## config.mk

```make
export PLATFORM = sky130hd
export DESIGN_NAME = vga_timing_tt_flat
export DESIGN_NICKNAME = d
export VERILOG_FILES = /design/src/rtl/vga_timing_tt_if.sv /design/src/rtl/vga_timing_tt.sv /design/src/flat_wrapper.sv
export SDC_FILE = /design/constraint.sdc
export NUM_CORES = 1
export LEC_CHECK = 0
export CORE_MARGIN = 5
export CORE_UTILIZATION = 28
export CTS_CLUSTER_SIZE = 40
export DETAILED_ROUTE_END_ITERATION = 8
export GPL_ROUTABILITY_DRIVEN = 0
export SETUP_SLACK_MARGIN = 0.5
export SYNTH_ARGS = -nofsm -noshare
export SYNTH_HDL_FRONTEND = slang
export SYNTH_SLANG_ARGS = --single-unit
```

## constraint.sdc

```tcl
create_clock -name clk_pix -period 4.2 [get_ports clk_pix]
set_clock_uncertainty 0.05 [all_clocks]
set_input_delay 1.26 -clock clk_pix [delete_from_list [all_inputs] [get_ports clk_pix]]
set_output_delay 1.26 -clock clk_pix [all_outputs]
set_load 0.02 [all_outputs]
```

## src/rtl/vga_timing_tt_if.sv

```systemverilog
// Pixel-position bus between the raster generator (master) and the
// renderers / colour mux (slave). The slave side owns the advance enable.
interface vga_timing_tt_if;
  logic       en;
  logic [9:0] sx;
  logic [9:0] sy;
  logic       hsync;
  logic       vsync;
  logic       de;
  logic       line_start;
  logic       frame_start;
  logic [7:0] frame_cnt;

  modport master (
    input  en,
    output sx, sy, hsync, vsync, de, line_start, frame_start, frame_cnt
  );

  modport slave (
    output en,
    input  sx, sy, hsync, vsync, de, line_start, frame_start, frame_cnt
  );
endinterface

```

## src/rtl/vga_timing_tt.sv

```systemverilog
// Raster timing generator: beam position, syncs, data enable and
// line/frame strobes. Every output is a flop loaded from the next-state
// counter values, so all outputs describe the sx/sy shown in the same cycle.
module vga_timing_tt #(
  parameter int H_ACTIVE = 640,
  parameter int H_FP     = 16,
  parameter int H_SYNC   = 96,
  parameter int H_BP     = 48,
  parameter int V_ACTIVE = 480,
  parameter int V_FP     = 10,
  parameter int V_SYNC   = 2,
  parameter int V_BP     = 33,
  parameter int SYNC_POL = 0
) (
  input  logic            clk_pix,
  input  logic            rst_pix,
  vga_timing_tt_if.master vga
);
  localparam int H_TOTAL = H_ACTIVE + H_FP + H_SYNC + H_BP;
  localparam int V_TOTAL = V_ACTIVE + V_FP + V_SYNC + V_BP;

  // Counter bounds must fit the 10-bit position ports.
  if (H_TOTAL > 1024 || V_TOTAL > 1024) begin : g_size_chk
    $error("vga_timing_tt: H_TOTAL/V_TOTAL exceed 1024");
  end

  localparam logic [9:0] H_MAX    = 10'(H_TOTAL - 1);
  localparam logic [9:0] V_MAX    = 10'(V_TOTAL - 1);
  localparam logic [9:0] H_DE_END = 10'(H_ACTIVE);
  localparam logic [9:0] V_DE_END = 10'(V_ACTIVE);
  localparam logic [9:0] HS_BEG   = 10'(H_ACTIVE + H_FP);
  localparam logic [9:0] HS_END   = 10'(H_ACTIVE + H_FP + H_SYNC);
  localparam logic [9:0] VS_BEG   = 10'(V_ACTIVE + V_FP);
  localparam logic [9:0] VS_END   = 10'(V_ACTIVE + V_FP + V_SYNC);
  localparam logic       ACT      = (SYNC_POL != 0);

  logic [9:0] sx_q, sy_q, sx_nxt, sy_nxt;
  logic       hs_q, vs_q, de_q, ls_q, fs_q;
  logic [7:0] fc_q;
  logic       wrap_line, wrap_frame;

  // Next raster position; holds when the enable is low.
  always_comb begin
    sx_nxt = sx_q;
    sy_nxt = sy_q;
    if (vga.en) begin
      if (sx_q == H_MAX) begin
        sx_nxt = '0;
        sy_nxt = (sy_q == V_MAX) ? '0 : sy_q + 10'd1;
      end else begin
        sx_nxt = sx_q + 10'd1;
      end
    end
  end

  // Strobes only fire on an enabled edge, so a stall at (0,0) cannot stretch them.
  assign wrap_line  = vga.en && (sx_nxt == '0);
  assign wrap_frame = wrap_line && (sy_nxt == '0);

  // Counters and all decoded outputs, registered from the next-state position.
  always_ff @(posedge clk_pix or posedge rst_pix) begin
    if (rst_pix) begin
      sx_q <= H_MAX;
      sy_q <= V_MAX;
      hs_q <= ~ACT;
      vs_q <= ~ACT;
      de_q <= 1'b0;
      ls_q <= 1'b0;
      fs_q <= 1'b0;
      fc_q <= '0;
    end else begin
      sx_q <= sx_nxt;
      sy_q <= sy_nxt;
      hs_q <= ((sx_nxt >= HS_BEG) && (sx_nxt < HS_END)) ? ACT : ~ACT;
      vs_q <= ((sy_nxt >= VS_BEG) && (sy_nxt < VS_END)) ? ACT : ~ACT;
      de_q <= (sx_nxt < H_DE_END) && (sy_nxt < V_DE_END);
      ls_q <= wrap_line;
      fs_q <= wrap_frame;
      if (wrap_frame) fc_q <= fc_q + 8'd1;
    end
  end

  assign vga.sx          = sx_q;
  assign vga.sy          = sy_q;
  assign vga.hsync       = hs_q;
  assign vga.vsync       = vs_q;
  assign vga.de          = de_q;
  assign vga.line_start  = ls_q;
  assign vga.frame_start = fs_q;
  assign vga.frame_cnt   = fc_q;
endmodule

```

## src/flat_wrapper.sv

```systemverilog
// flat-port wrapper written by rule: the top's interface ports become plain ports
module vga_timing_tt_flat 
#(
  parameter int H_ACTIVE = 640,
  parameter int H_FP     = 16,
  parameter int H_SYNC   = 96,
  parameter int H_BP     = 48,
  parameter int V_ACTIVE = 480,
  parameter int V_FP     = 10,
  parameter int V_SYNC   = 2,
  parameter int V_BP     = 33,
  parameter int SYNC_POL = 0
)
  (clk_pix, rst_pix, vga_en, vga_sx, vga_sy, vga_hsync, vga_vsync, vga_de, vga_line_start, vga_frame_start, vga_frame_cnt);
  vga_timing_tt_if vga_i ();
  input  logic clk_pix;
  input  logic rst_pix;
  input wire logic [$bits(vga_i.en)-1:0] vga_en;
  output wire logic [$bits(vga_i.sx)-1:0] vga_sx;
  output wire logic [$bits(vga_i.sy)-1:0] vga_sy;
  output wire logic [$bits(vga_i.hsync)-1:0] vga_hsync;
  output wire logic [$bits(vga_i.vsync)-1:0] vga_vsync;
  output wire logic [$bits(vga_i.de)-1:0] vga_de;
  output wire logic [$bits(vga_i.line_start)-1:0] vga_line_start;
  output wire logic [$bits(vga_i.frame_start)-1:0] vga_frame_start;
  output wire logic [$bits(vga_i.frame_cnt)-1:0] vga_frame_cnt;
  assign vga_i.en = vga_en;
  assign vga_sx = vga_i.sx;
  assign vga_sy = vga_i.sy;
  assign vga_hsync = vga_i.hsync;
  assign vga_vsync = vga_i.vsync;
  assign vga_de = vga_i.de;
  assign vga_line_start = vga_i.line_start;
  assign vga_frame_start = vga_i.frame_start;
  assign vga_frame_cnt = vga_i.frame_cnt;
  vga_timing_tt #(.H_ACTIVE(H_ACTIVE), .H_FP(H_FP), .H_SYNC(H_SYNC), .H_BP(H_BP), .V_ACTIVE(V_ACTIVE), .V_FP(V_FP), .V_SYNC(V_SYNC), .V_BP(V_BP), .SYNC_POL(SYNC_POL)) u_core (.clk_pix(clk_pix), .rst_pix(rst_pix), .vga(vga_i));
endmodule
```

Yosys cells after proc, flatten, opt, wreduce, memory -nomap -nowiden
Index checks and enable logic that the tools add are counted.
{"block": "totals", "reg_bits": 33, "output_inout_bits": 33}
{"block": "op_classes", "eq_ne": 2, "reduce_logical": 7, "order_cmp": 6, "muxes": 7, "add_sub_neg": 3}
{"op": "10-bit two-way mux", "count": 5}
{"op": "10-bit by 1-bit adder with 10-bit output, second input constant", "count": 2}
{"op": "10-bit equality test, second input constant", "count": 2}
{"op": "10-bit zero test", "count": 2}
{"op": "10-bit < comparator, second input constant", "count": 2}
{"op": "10-bit by 9-bit < comparator with 1-bit output, second input constant", "count": 2}
{"op": "10-bit >= comparator, second input constant", "count": 1}
{"op": "10-bit by 9-bit >= comparator with 1-bit output, second input constant", "count": 1}
{"op": "8-bit by 1-bit adder with 8-bit output, second input constant", "count": 1}
{"op": "1-bit logical AND", "count": 5}
{"op": "1-bit two-way mux", "count": 2}

Depth between registers and ports, before layout
Gate-level depths: netlist (run 1).
{"block": "logic_depth", "ltp_word": 7, "mapped_depth": 8, "depth_no_buf": 8}

Least setup slack after synthesis (run 1)
No wires, ideal clock.
{"block": "synth_timing", "path_kind": "in2reg", "start": "input port vga_en", "end": "register u_core.fc_q[1] (netlist: u_core.vga.frame_cnt[1])", "t_arrival_ns": 3.403, "cell_stages": 8, "required_time_ns": 4.022, "path_slack_ns": 0.620, "path_buffers": 2, "cell_sequence": "buf_4 nand2_1 or4_4 buf_6 o41a_1 a2111o_1 nor4_4 mux2_1"}
{"block": "synth_between", "elab_chain_len": 4}
{"element": "start, declared", "line_no": "flat_wrapper.sv:18", "text": "input wire logic [$bits(vga_i.en)-1:0] vga_en;"}
{"element": "10-bit two-way mux", "line_no": "vga_timing_tt.sv:46", "text": "if (vga.en) begin"}
{"element": "10-bit zero test", "line_no": "vga_timing_tt.sv:57", "text": "assign wrap_line = vga.en && (sx_nxt == '0);"}
{"element": "1-bit logical AND", "line_no": "vga_timing_tt.sv:57"}
{"element": "1-bit logical AND (*)", "line_no": "vga_timing_tt.sv:58", "text": "assign wrap_frame = wrap_line && (sy_nxt == '0);"}
{"element": "net u_core.wrap_frame", "line_no": "vga_timing_tt.sv:40", "text": "logic wrap_line, wrap_frame;"}
{"element": "end signal, assigned", "line_no": "vga_timing_tt.sv:79", "text": "if (wrap_frame) fc_q <= fc_q + 8'd1;"}
{"element": "end, declared", "line_no": "vga_timing_tt.sv:39", "text": "logic [7:0] fc_q;"}
The timed path passes the listed nets; every way through them passes the cells marked *.
A chain may end at the register's enable or synchronous reset.

Final worst setup path (run 1)
{"block": "layout_timing", "start": "input port vga_en", "end": "register u_core.fc_q[2] (netlist: u_core.vga.frame_cnt[2])"}
{"block": "layout_between", "elab_chain_len": 4}
{"element": "10-bit two-way mux", "line_no": "vga_timing_tt.sv:46"}
{"element": "10-bit zero test", "line_no": "vga_timing_tt.sv:57"}
{"element": "1-bit logical AND", "line_no": "vga_timing_tt.sv:57"}
{"element": "1-bit logical AND (*)", "line_no": "vga_timing_tt.sv:58"}
Mark *: on every way between the ends. The rest lies on a longest branch, timed or not.

==> results.md, run 1 <==
* Core Area at 6790 um^2
* Switching power total at roughly 0.32 mW
* Area Growth Syn to Fin at 30.8%
* Setup TNS at 0 ns
* Maximum fanout along the worst path at 7
* GR Overflow Total at 0
* First-pass GRT wire length at approximately 8.4 mm
* Worst min path class: reg2reg
* CTS tree: built
* First-pass iteration count of the detailed router at 4
* Post-route DRC at 0
* Total Power at just over 1 mW
* Clock sink total at 33
* DR vias/cell at ~5.0
* Die X at 93.6 um
* Clk_lat worst skew at between 0.2 and 0.3 ns
* Sequential Power Share at between 40 and 50%
* Clock root cell: clkbuf_8
* Setup violators final at 0
* Vias in the first global route at about 1700
* Top cells by area, synth: dfrtp_1 27%, dfstp_2 16%, xor2_1 5.4%
* Worst EP required at roughly 4.4 ns
* Via count at about 1700
* Switching Share at about a third
* Synth Net Count at ~210
* Leakage at around 1.0 nW
* Max IR drop VDD at about 0.00012 V
* Routed WL per cell at approximately 14 um
* CTS Buf Count at 5
* Crit path arrival time at between 3 and 4 ns
* DIE AREA at 8770 um^2
* 1st-iter DRT viols at roughly 80
* Synth async-reset ratio at 100%
* Main flop type after synthesis: dfrtp_1
* Diode count at 0
* Antenna violations before repair at 0
* Flops & latches, synth at 33
* Synth top area share at 26.8%
* Relative slew slack at between 60 and 70%
* Synth warnings at 0
* Unrepaired setup endpoints after global routing: true
* Multi-input gate area at 1050 um^2
* Total GRT Usage at 12.0%
* # fillers at 719
* Number of synthesized flops with an enable pin at 0
* Combinational fraction of design power at 26.1%
* Hold Buf Count CTS at 0
* Num rows at 30
* Die Ht at about 94 um
* # IOs at 36
* MaxCap Viol Count at 0
* Worst-path clk slew at around 0.070 ns
* Post-detail-place hpwl at 3.51 mm
* Final-stage net count at 249
* Crit. End Element: flip-flop
* Largest net degree at the start of global routing at 34
* Starting Density at 28.8%
* Outcome: complete, no violations
* Fin. Hold Viols at 0
* Pint at about 0.69 mW
* Highest clock rate at 279 MHz
* Synthesized cell area at 1960 um^2
* Clock group share of total power at 30.6%
* Worst-margin pin slew at 0.485 ns
* Register area at roughly 840 um^2
* Max-slew violation total from the final report at 0
* Port Buffers at 35
* H-tree levels at 2
* Synthesized area per cell at ~9.6 um^2
* Register area share after synthesis at between 40 and 50%
* Total wire length at between 4 and 5 mm
* ANT nets after route at 0
* Power Dens Cells at 397 nW/um^2
* Max Root-Sink Buffers at 2
* Critical path startpoint category: primary input
* Final core occ at between 30% and 40%
* Cells after Synth at between 200 and 250
* Post-synth top area cell: dfrtp_1
* Ratio of cells with drive above 1 in the final layout at between 10% and 20%
* Fin crit share at between 80 and 90%
* Tmin final at about 3.6 ns
* Kind of critical path: in2reg
* Netlist cell types at 49
[synth_stat cells (3+ instances only)]
library cell	count
nor3_1	9
nor4_1	10
xor2_1	12
a31oi_1	3
nand2_1	15
xnor2_1	9
dfrtp_1	21
nor2_1	11
nor2b_1	4
nand4_1	4
dfstp_2	12
clkbuf_1	6
ha_1	4
inv_1	9
o21ai_0	17
nand3_1	10
and3_1	7
[sequential cells by signal, indices dropped and copies added, names as in the netlist]
| name | count |
|---|---|
| u_core.vga.frame_cnt | 8 |
| u_core.vga.sx | 10 |
| u_core.vga.line_start | 1 |
| u_core.vga.de | 1 |
| u_core.vga.frame_start | 1 |
| u_core.vga.vsync | 1 |
| u_core.vga.hsync | 1 |
| u_core.vga.sy | 10 |
[metal layers]
layer  up-vias  routed length (um)  track usage (%)
li1        832                   -                -
met1       833                2300             16.1
met2        30                2220             18.8
met3         6                 174             2.82
met4         0                  67             4.45
met5         -                   0                0
[kinds of logic after synthesis]
family,share of synthesized area [%]
compound gates,12.0
xor+xnor,9.39
fa+ha+maj,2.56
buf+inv,4.34
flops,42.9
mux,2.17
simple gates,26.6
[critical path: stages]
cell             delay, ns
clkdlybuf4s50_1       0.49
nand2_1               0.08
or4_4                 0.58
o41a_1                0.14
a2111o_1              0.43
buf_4                 0.19
nor4_1                0.39
xor2_1                0.18
[path summary, 6_finish.rpt]
kind                                           end  slack, ns  cells past startpoint               startpoint
max                        u_core.vga.frame_cnt[2]       0.61                      8                   vga_en
max in group asynchronous         u_core.vga.vsync       2.45                      3                  rst_pix
min                        u_core.vga.frame_cnt[7]       0.42                      1  u_core.vga.frame_cnt[7]
min in group asynchronous         u_core.vga.sx[5]       1.32                      3                  rst_pix
max reg2reg                u_core.vga.frame_cnt[2]       1.26                      8         u_core.vga.sx[0]
min reg2reg                u_core.vga.frame_cnt[7]       0.42                      1  u_core.vga.frame_cnt[7]
[metrics by stage]
step | cell area [um^2] | setup WS, ns | instances | hold WS [ns]
after global placement | 2430 | 0.313 | 331 | 0.406
after CTS | 2540 | 0.595 | 339 | 0.427
after floorplan | 1960 | 0.620 | 204 | 0.517
after detailed placement | 2430 | 0.303 | 331 | 0.413
after global routing | 2560 | 0.458 | 339 | 0.459
final | 2560 | 0.615 | 339 | 0.421
[area by class of cell]
type                    instances  share of cell area, %
clock buffers                   7                   3.37
repair buffers                 41                   15.4
multi-input cells             152                   41.2
inverters                       9                   1.32
well taps                      96                   4.69
clock inverters                 1                   1.17
flip-flops and latches         33                   32.8
[power by group through the flow]
stage                     Clock, mW  Sequential, mW  Combinational, mW
after floorplan                   0           0.466              0.131
after global placement            0           0.445              0.265
after detailed placement          0           0.447              0.266
after CTS                     0.323           0.442              0.267
after global routing          0.339           0.447              0.288
final                         0.311           0.440              0.265
[repair_timing]
action	CTS	global route
setup endpoints to repair	0	4
buffers inserted	0	0
gates resized for setup	0	3
[placed cells by master, fill, tap and decap left out, types with 2 or more instances in the layout]
| cell | instances |
|---|---|
| nand2_1 | 15 |
| nor4_1 | 8 |
| xor2_1 | 12 |
| nor4b_1 | 2 |
| buf_4 | 6 |
| a21oi_1 | 2 |
| nand4b_1 | 2 |
| o21ai_0 | 17 |
| nor2_1 | 11 |
| o2111ai_1 | 2 |
| xnor2_1 | 9 |
| clkbuf_8 | 6 |
| a31oi_1 | 2 |
| nand4bb_1 | 2 |
| nand4_1 | 4 |
| ha_1 | 4 |
| inv_1 | 9 |
| nor3_1 | 9 |
| dfrtp_1 | 21 |
| mux2i_1 | 2 |
| dfstp_2 | 12 |
| nor4_2 | 2 |
| and3_1 | 7 |
| nor2b_1 | 4 |
| nand3_1 | 10 |
| o311a_1 | 2 |
| clkdlybuf4s50_1 | 35 |
| a211oi_1 | 2 |
Note: power is estimated with default switching activity, not from simulation.
==> inputs of run 2 (changes only) <==
- CTS_CLUSTER_SIZE: 40 -> 24
==> results of run 2 <==
No change in the layout: final DEF, timing and power equal those of run 1.
==> inputs of run 3 (changes only) <==
- ABC_CLOCK_PERIOD_IN_PS: default -> 4200
==> results of run 3 <==
No change in the layout: final DEF, timing and power equal those of run 1.
